**config.mk**
```make
export PLATFORM = sky130hd
export DESIGN_NAME = ddr3_rd_resp_flat
export DESIGN_NICKNAME = d
export VERILOG_FILES = /design/src/rtl/ddr3_rd_resp_if.sv /design/src/rtl/ddr3_rd_resp.sv /design/src/flat_wrapper.sv
export SDC_FILE = /design/constraint.sdc
export NUM_CORES = 1
export LEC_CHECK = 0
export BUFFER_PORTS_ARGS = -buffer_cell sky130_fd_sc_hd__clkbuf_2
export CAP_MARGIN = 30
export CORE_ASPECT_RATIO = 1.75
export CORE_UTILIZATION = 56
export DETAILED_ROUTE_END_ITERATION = 8
export PLACE_DENSITY = 0.76
export SETUP_SLACK_MARGIN = 0.05
export SLEW_MARGIN = 10
export SYNTH_ARGS = -nofsm -noshare
export SYNTH_HDL_FRONTEND = slang
export SYNTH_SLANG_ARGS = --single-unit
```
**constraint.sdc**
```tcl
create_clock -name clock -period 3.6 [get_ports clock]
set_input_delay 0.36 -clock clock [delete_from_list [all_inputs] [get_ports clock]]
set_output_delay 0.36 -clock clock [all_outputs]
set_load 0.02 [all_outputs]
```
**src/rtl/ddr3_rd_resp_if.sv**
```systemverilog
// DDR3 read-response bundle: command reservation, DFI return, AXI R.
// The DUT takes the slave view, the surrounding logic the master view.
interface ddr3_rd_resp_if #(
  parameter int PHY_DAT_BITS = 32,
  parameter int AXI_ID_WIDTH = 4
);
  logic                    cmd_valid_i;
  logic                    cmd_ready_o;
  logic [AXI_ID_WIDTH-1:0] cmd_id_i;
  logic                    cmd_last_i;
  logic                    dfi_valid_i;
  logic [PHY_DAT_BITS-1:0] dfi_data_i;
  logic                    axi_rvalid_o;
  logic                    axi_rready_i;
  logic                    axi_rlast_o;
  logic [1:0]              axi_rresp_o;
  logic [AXI_ID_WIDTH-1:0] axi_rid_o;
  logic [PHY_DAT_BITS-1:0] axi_rdata_o;
  logic                    error_o;

  modport slave (
    input  cmd_valid_i, cmd_id_i, cmd_last_i,
    input  dfi_valid_i, dfi_data_i, axi_rready_i,
    output cmd_ready_o, axi_rvalid_o, axi_rlast_o,
    output axi_rresp_o, axi_rid_o, axi_rdata_o, error_o
  );

  modport master (
    output cmd_valid_i, cmd_id_i, cmd_last_i,
    output dfi_valid_i, dfi_data_i, axi_rready_i,
    input  cmd_ready_o, axi_rvalid_o, axi_rlast_o,
    input  axi_rresp_o, axi_rid_o, axi_rdata_o, error_o
  );
endinterface

```
**src/rtl/ddr3_rd_resp.sv**
```systemverilog
// DDR3 read-response stage: buffers DFI read data, tags it with
// the AXI ID and replays it on the AXI R channel.
module ddr3_rd_resp #(
  parameter int PHY_DAT_BITS = 32,
  parameter int AXI_ID_WIDTH = 4,
  parameter int PHY_BURSTLEN = 4,
  parameter int FIFO_DEPTH   = 16
) (
  input logic            clock,
  input logic            reset,
  ddr3_rd_resp_if.slave  bus
);
  localparam int TD  = FIFO_DEPTH / PHY_BURSTLEN;
  localparam int AW  = $clog2(FIFO_DEPTH);
  localparam int CW  = AW + 1;
  localparam int TW  = $clog2(TD);
  localparam int TCW = TW + 1;
  localparam int BW  = $clog2(PHY_BURSTLEN);

  logic [PHY_DAT_BITS-1:0] mem [FIFO_DEPTH];
  logic [AXI_ID_WIDTH:0]   tmem [TD];

  logic [AW:0]   wptr, rptr;
  logic [TW:0]   twp, trp;
  logic [CW-1:0] rsv, rsv_nx;
  logic [CW-1:0] pend, pend_nx;
  logic [TCW-1:0] tcnt, tcnt_nx;
  logic [BW-1:0] bcnt;

  logic rvalid_q, cmd_ready_q, err_q;
  logic [PHY_DAT_BITS-1:0] rdata_q;
  logic [AXI_ID_WIDTH:0]   tag_head;

  logic cmd_hs, r_hs, beat_ok, beat_drop;
  logic fifo_empty, load, avail, bypass, push, pop, tag_pop;
  logic cmd_ready_nx;

  assign cmd_hs     = bus.cmd_valid_i & cmd_ready_q;
  assign r_hs       = rvalid_q & bus.axi_rready_i;
  assign beat_ok    = bus.dfi_valid_i & (pend != '0);
  assign beat_drop  = bus.dfi_valid_i & (pend == '0);
  assign fifo_empty = (wptr == rptr);
  assign tag_head   = tmem[trp[TW-1:0]];
  assign tag_pop    = r_hs & (bcnt == BW'(PHY_BURSTLEN - 1));
  assign tcnt       = TCW'(twp - trp);

  // Output register is free when empty or being consumed this cycle;
  // an empty FIFO lets a fresh DFI beat bypass straight into it.
  assign load   = ~rvalid_q | bus.axi_rready_i;
  assign avail  = ~fifo_empty | beat_ok;
  assign bypass = load & fifo_empty & beat_ok;
  assign pop    = load & ~fifo_empty;
  assign push   = beat_ok & ~bypass;

  always_comb begin
    rsv_nx  = rsv;
    pend_nx = pend;
    tcnt_nx = tcnt;
    if (cmd_hs) begin
      rsv_nx  = rsv_nx + CW'(PHY_BURSTLEN);
      pend_nx = pend_nx + CW'(PHY_BURSTLEN);
      tcnt_nx = tcnt_nx + TCW'(1);
    end
    if (r_hs)    rsv_nx  = rsv_nx - CW'(1);
    if (beat_ok) pend_nx = pend_nx - CW'(1);
    if (tag_pop) tcnt_nx = tcnt_nx - TCW'(1);
    cmd_ready_nx = (rsv_nx <= CW'(FIFO_DEPTH - PHY_BURSTLEN))
                 && (tcnt_nx < TCW'(TD));
  end

  always_ff @(posedge clock) begin
    if (push)   mem[wptr[AW-1:0]] <= bus.dfi_data_i;
    if (cmd_hs) tmem[twp[TW-1:0]] <= {bus.cmd_id_i, bus.cmd_last_i};
  end

  always_ff @(posedge clock or negedge reset) begin
    if (!reset) begin
      wptr        <= '0;
      rptr        <= '0;
      twp         <= '0;
      trp         <= '0;
      rsv         <= '0;
      pend        <= '0;
      bcnt        <= '0;
      rvalid_q    <= 1'b0;
      rdata_q     <= '0;
      cmd_ready_q <= 1'b0;
      err_q       <= 1'b0;
    end else begin
      if (push)    wptr <= wptr + (AW+1)'(1);
      if (pop)     rptr <= rptr + (AW+1)'(1);
      if (cmd_hs)  twp  <= twp + TCW'(1);
      if (tag_pop) trp  <= trp + TCW'(1);
      if (r_hs)    bcnt <= bcnt + BW'(1);
      rsv         <= rsv_nx;
      pend        <= pend_nx;
      cmd_ready_q <= cmd_ready_nx;
      if (beat_drop) err_q <= 1'b1;
      if (load) rvalid_q <= avail;
      if (load && avail)
        rdata_q <= fifo_empty ? bus.dfi_data_i : mem[rptr[AW-1:0]];
    end
  end

  assign bus.cmd_ready_o  = cmd_ready_q;
  assign bus.axi_rvalid_o = rvalid_q;
  assign bus.axi_rdata_o  = rdata_q;
  assign bus.axi_rresp_o  = 2'b00;
  assign bus.axi_rid_o    = rvalid_q ? tag_head[AXI_ID_WIDTH:1] : '0;
  assign bus.axi_rlast_o  = rvalid_q & tag_head[0]
                          & (bcnt == BW'(PHY_BURSTLEN - 1));
  assign bus.error_o      = err_q;
endmodule

```
**src/flat_wrapper.sv**
```systemverilog
// flat-port wrapper written by rule: the top's interface ports become plain ports
module ddr3_rd_resp_flat 
#(
  parameter int PHY_DAT_BITS = 32,
  parameter int AXI_ID_WIDTH = 4,
  parameter int PHY_BURSTLEN = 4,
  parameter int FIFO_DEPTH   = 16
)
  (clock, reset, bus_cmd_valid_i, bus_cmd_id_i, bus_cmd_last_i, bus_dfi_valid_i, bus_dfi_data_i, bus_axi_rready_i, bus_cmd_ready_o, bus_axi_rvalid_o, bus_axi_rlast_o, bus_axi_rresp_o, bus_axi_rid_o, bus_axi_rdata_o, bus_error_o);
  ddr3_rd_resp_if #(.PHY_DAT_BITS(PHY_DAT_BITS), .AXI_ID_WIDTH(AXI_ID_WIDTH)) bus_i ();
  input logic clock;
  input logic reset;
  input wire logic [$bits(bus_i.cmd_valid_i)-1:0] bus_cmd_valid_i;
  input wire logic [$bits(bus_i.cmd_id_i)-1:0] bus_cmd_id_i;
  input wire logic [$bits(bus_i.cmd_last_i)-1:0] bus_cmd_last_i;
  input wire logic [$bits(bus_i.dfi_valid_i)-1:0] bus_dfi_valid_i;
  input wire logic [$bits(bus_i.dfi_data_i)-1:0] bus_dfi_data_i;
  input wire logic [$bits(bus_i.axi_rready_i)-1:0] bus_axi_rready_i;
  output wire logic [$bits(bus_i.cmd_ready_o)-1:0] bus_cmd_ready_o;
  output wire logic [$bits(bus_i.axi_rvalid_o)-1:0] bus_axi_rvalid_o;
  output wire logic [$bits(bus_i.axi_rlast_o)-1:0] bus_axi_rlast_o;
  output wire logic [$bits(bus_i.axi_rresp_o)-1:0] bus_axi_rresp_o;
  output wire logic [$bits(bus_i.axi_rid_o)-1:0] bus_axi_rid_o;
  output wire logic [$bits(bus_i.axi_rdata_o)-1:0] bus_axi_rdata_o;
  output wire logic [$bits(bus_i.error_o)-1:0] bus_error_o;
  assign bus_i.cmd_valid_i = bus_cmd_valid_i;
  assign bus_i.cmd_id_i = bus_cmd_id_i;
  assign bus_i.cmd_last_i = bus_cmd_last_i;
  assign bus_i.dfi_valid_i = bus_dfi_valid_i;
  assign bus_i.dfi_data_i = bus_dfi_data_i;
  assign bus_i.axi_rready_i = bus_axi_rready_i;
  assign bus_cmd_ready_o = bus_i.cmd_ready_o;
  assign bus_axi_rvalid_o = bus_i.axi_rvalid_o;
  assign bus_axi_rlast_o = bus_i.axi_rlast_o;
  assign bus_axi_rresp_o = bus_i.axi_rresp_o;
  assign bus_axi_rid_o = bus_i.axi_rid_o;
  assign bus_axi_rdata_o = bus_i.axi_rdata_o;
  assign bus_error_o = bus_i.error_o;
  ddr3_rd_resp #(.PHY_DAT_BITS(PHY_DAT_BITS), .AXI_ID_WIDTH(AXI_ID_WIDTH), .PHY_BURSTLEN(PHY_BURSTLEN), .FIFO_DEPTH(FIFO_DEPTH)) u_core (.clock(clock), .reset(reset), .bus(bus_i));
endmodule
```
==> results.md <==
* Leak at 0.00955 µW
* Post-DP HPWL at 30,800 µm
* Area of the multi-input gates at 5730 µm²
* #FFs+latches synth at 595
* Combinational share of power at 31.4%
* Tot GR Track Use at 24.9%
* Final hold violation count at 0
* Sequential share of power at 43.2%
* Worst Max-Slew Pin Slew at 0.893 ns
* Row count at 99
* Final min period at 2.65 ns
* P_sw at 6930 µW
* Vias in the first global route at 13.3k
* F_max at 378 MHz
* Die H at 275 µm
* CTS tree: done
* Core Area at 41,900 µm²
* EDFF count, synth at 532
* RSZ-0062 raised after global routing: false
* Async set or reset register ratio after synthesis at 10.6%
* Final max-slew violation count at 0
* Maxcap violations at 0
* Core Util, Final at 63.7%
* Seq. cell area at 17,600 µm²
* Die area at 43,400 µm²
* TNS Setup at 0 ns
* Yosys top cell area share at 67.1%
* Die Wd at 158 µm
* Total iterations of the first detailed-routing run at 5
* Critical path type: flip-flop to flip-flop
* Clock Tree Buf Depth at 3
* Avg WL per Cell at 25.6 µm
* Hold slack at 0.0312 ns
* WP data required at 4.08 ns
* Final period util at 73.5%
* Worst slew margin relative to its limit at 40.5%
* Port bufs at 81
* Largest cells by area after synthesis: edfxtp_1 (67%), mux2i_1 (8.3%), dfrtp_1 (6.6%), mux4_2 (2.6%), o22ai_1 (1.7%)
* First-pass GRT wire length at 78,300 µm
* Syn avg cell area at 17.7 µm²
* Clk pwr share at 25.4%
* Fillers at 2,899
* Cells after Synth at 1,344
* Pin count of the biggest net entering global routing at 82
* Starting Density at 56.9%
* Top cells by count, synth: edfxtp_1 (532), mux2i_1 (197), o22ai_1 (66)
* DRC at 0
* CTS Buf Count at 51
* Share of cells above drive strength 1 at 17.9%
* Syn. warnings at 0
* Startpoint Class: flip-flop
* Synth Flop Type: edfxtp_1
* Seq/Total Area, Yosys at 73.7%
* Final setup fails at 0
* Total grt overflow at 0
* Synth-to-layout area growth at 12.0%
* CTS root buf: clkbuf_16
* Worst Clk Skew at 0.0223 ns
* Clock transition at the registers of the reported paths at 0.07 ns
* Post-route ant nets at 0
* Int Power at 14,300 µW
* Cts repair resizes at 0
* WL final at 52,300 µm
* Sink Count at 595
* Cell taking the most area after synthesis: edfxtp_1
* Initial drt markers at 1,213
* Antenna violations before repair at 1
* CP Max Fanout at 9
* Unique masters post-synth at 49
* Post-Syn Area at 23,800 µm²
* Ratio of total power to cell area at 795 nW/µm²
* Worst hold path class: input pin to flip-flop
* Vias post-DR at 12.8k
* # H-tree levels at 2
* Outcome: finished, final reports clean
* Skew-Pair Late Insertion Delay at 0.58 ns
* Pre-CTS WS at 0.983 ns
* Vias per inst at 6.27
* GPL Wtd Cong at 0.780
* Worst setup EP type: flip-flop
* Switching portion of total power at 32.7%
* Nets at 1,506
* Final WS setup at 0.955 ns
* Max VDD drop at 0.514 mV
* Top-count cell post-synth: edfxtp_1
* CP Data Arrival Time at 3.12 ns
* IO Pins at 84
[stage by stage]
| step | instances | power (µW) | area [µm²] |
|---|---|---|---|
| detailed placement | 1941 | 15900 | 25000 |
| floorplan | 1345 | 14000 | 23800 |
| global route | 2043 | 22100 | 26700 |
| global placement | 1941 | 15700 | 25000 |
| CTS | 2042 | 21300 | 26700 |
| finish | 2043 | 21200 | 26700 |
[power groups by stage]
stage	sequential, µW	combinational (µW)	clock (µW)
5_1_grt	9240	7180	5690
2_1_floorplan	9200	4830	0
4_1_cts	9160	6680	5450
3_3_place_gp	9240	6470	0
3_5_place_dp	9300	6640	0
6_report	9160	6650	5380
[state kept, by name, indices dropped and copies added, names as in the netlist]
register / cells
u_core.bus.cmd_ready_o: 1
u_core.wptr: 5
u_core.rptr: 5
u_core.mem: 512
u_core.bcnt: 2
u_core.bus.axi_rdata_o: 32
u_core.rsv: 5
u_core.tmem: 20
u_core.pend: 5
u_core.twp: 3
u_core.trp: 3
u_core.bus.axi_rvalid_o: 1
u_core.bus.error_o: 1
[logic make-up after synthesis]
family	count (synthesis)	share of synthesized area, %
compound gates	205	6.35
xor+xnor	36	1.32
fa+ha+maj	20	1.08
buf+inv	100	2.41
flops	595	73.7
mux	235	11.9
other cells	1	0.0158
simple gates	152	3.18
[area by class of cell]
cell class / count / area share [%]
sequential: 595 / 65.8
multi-input combinational: 650 / 21.5
clock buffer: 69 / 5.27
timing repair buffer: 130 / 3.61
tap: 555 / 2.60
clock inverter: 27 / 0.924
inverter: 16 / 0.225
antenna: 1 / 0.00938
[path summary, 6_finish.rpt]
| check | from | end | slack (ns) | cells after the start |
|---|---|---|---|---|
| min | bus_cmd_id_i[2] | u_core.tmem[2][3] | 0.03 | 1 |
| max in group asynchronous | reset | u_core.rptr[3] | 2.40 | 3 |
| min in group asynchronous | reset | u_core.bus.axi_rdata_o[23] | 0.41 | 2 |
| max reg2reg | u_core.trp[0] | u_core.bus.cmd_ready_o | 0.95 | 8 |
| min reg2reg | u_core.rsv[4] | u_core.rsv[4] | 0.49 | 1 |
| max | u_core.trp[0] | u_core.bus.cmd_ready_o | 0.95 | 8 |
[layout by cell type (no fill, tap or decap), types with 4 or more instances in the layout]
master	n
o22ai_1	66
clkbuf_2	80
nand3_1	31
dlygate4sd3_1	5
edfxtp_1	532
clkinv_1	5
o21ai_0	5
nand2_1	25
xor2_1	13
and2_1	7
a221oi_2	4
ha_1	19
nor2_1	38
mux2i_1	197
inv_1	16
mux4_2	28
nand4_1	4
clkbuf_16	52
o31ai_2	4
buf_4	31
a32o_1	28
xnor2_1	23
a21o_1	28
clkbuf_8	4
dfrtp_1	60
clkbuf_1	13
mux4_1	8
buf_12	14
a221oi_1	27
and3_1	11
and3_2	15
o21ai_1	32
clkinv_2	11
[layer usage]
layer	up-vias	part of all wire, %	track usage (%)
met1	6616	37	29.3
met4	0	4.1	12.0
met5	-	0	0
li1	5555	-	-
met2	511	54	44.7
met3	122	5.3	3.12
[what timing repair did]
action	in CTS	in global routing
hold buffers	5	0
setup buffers	0	0
hold endpoints to repair	65	0
[worst max-delay path: stages (launching register included)]
cell	delay, ns
dfrtp_1	0.66
ha_1	0.24
inv_1	0.06
fa_1	0.55
ha_1	0.22
or3_1	0.35
a21oi_1	0.16
xnor2_1	0.10
a211oi_1	0.21
No activity file was read; power rests on OpenSTA's default activity.
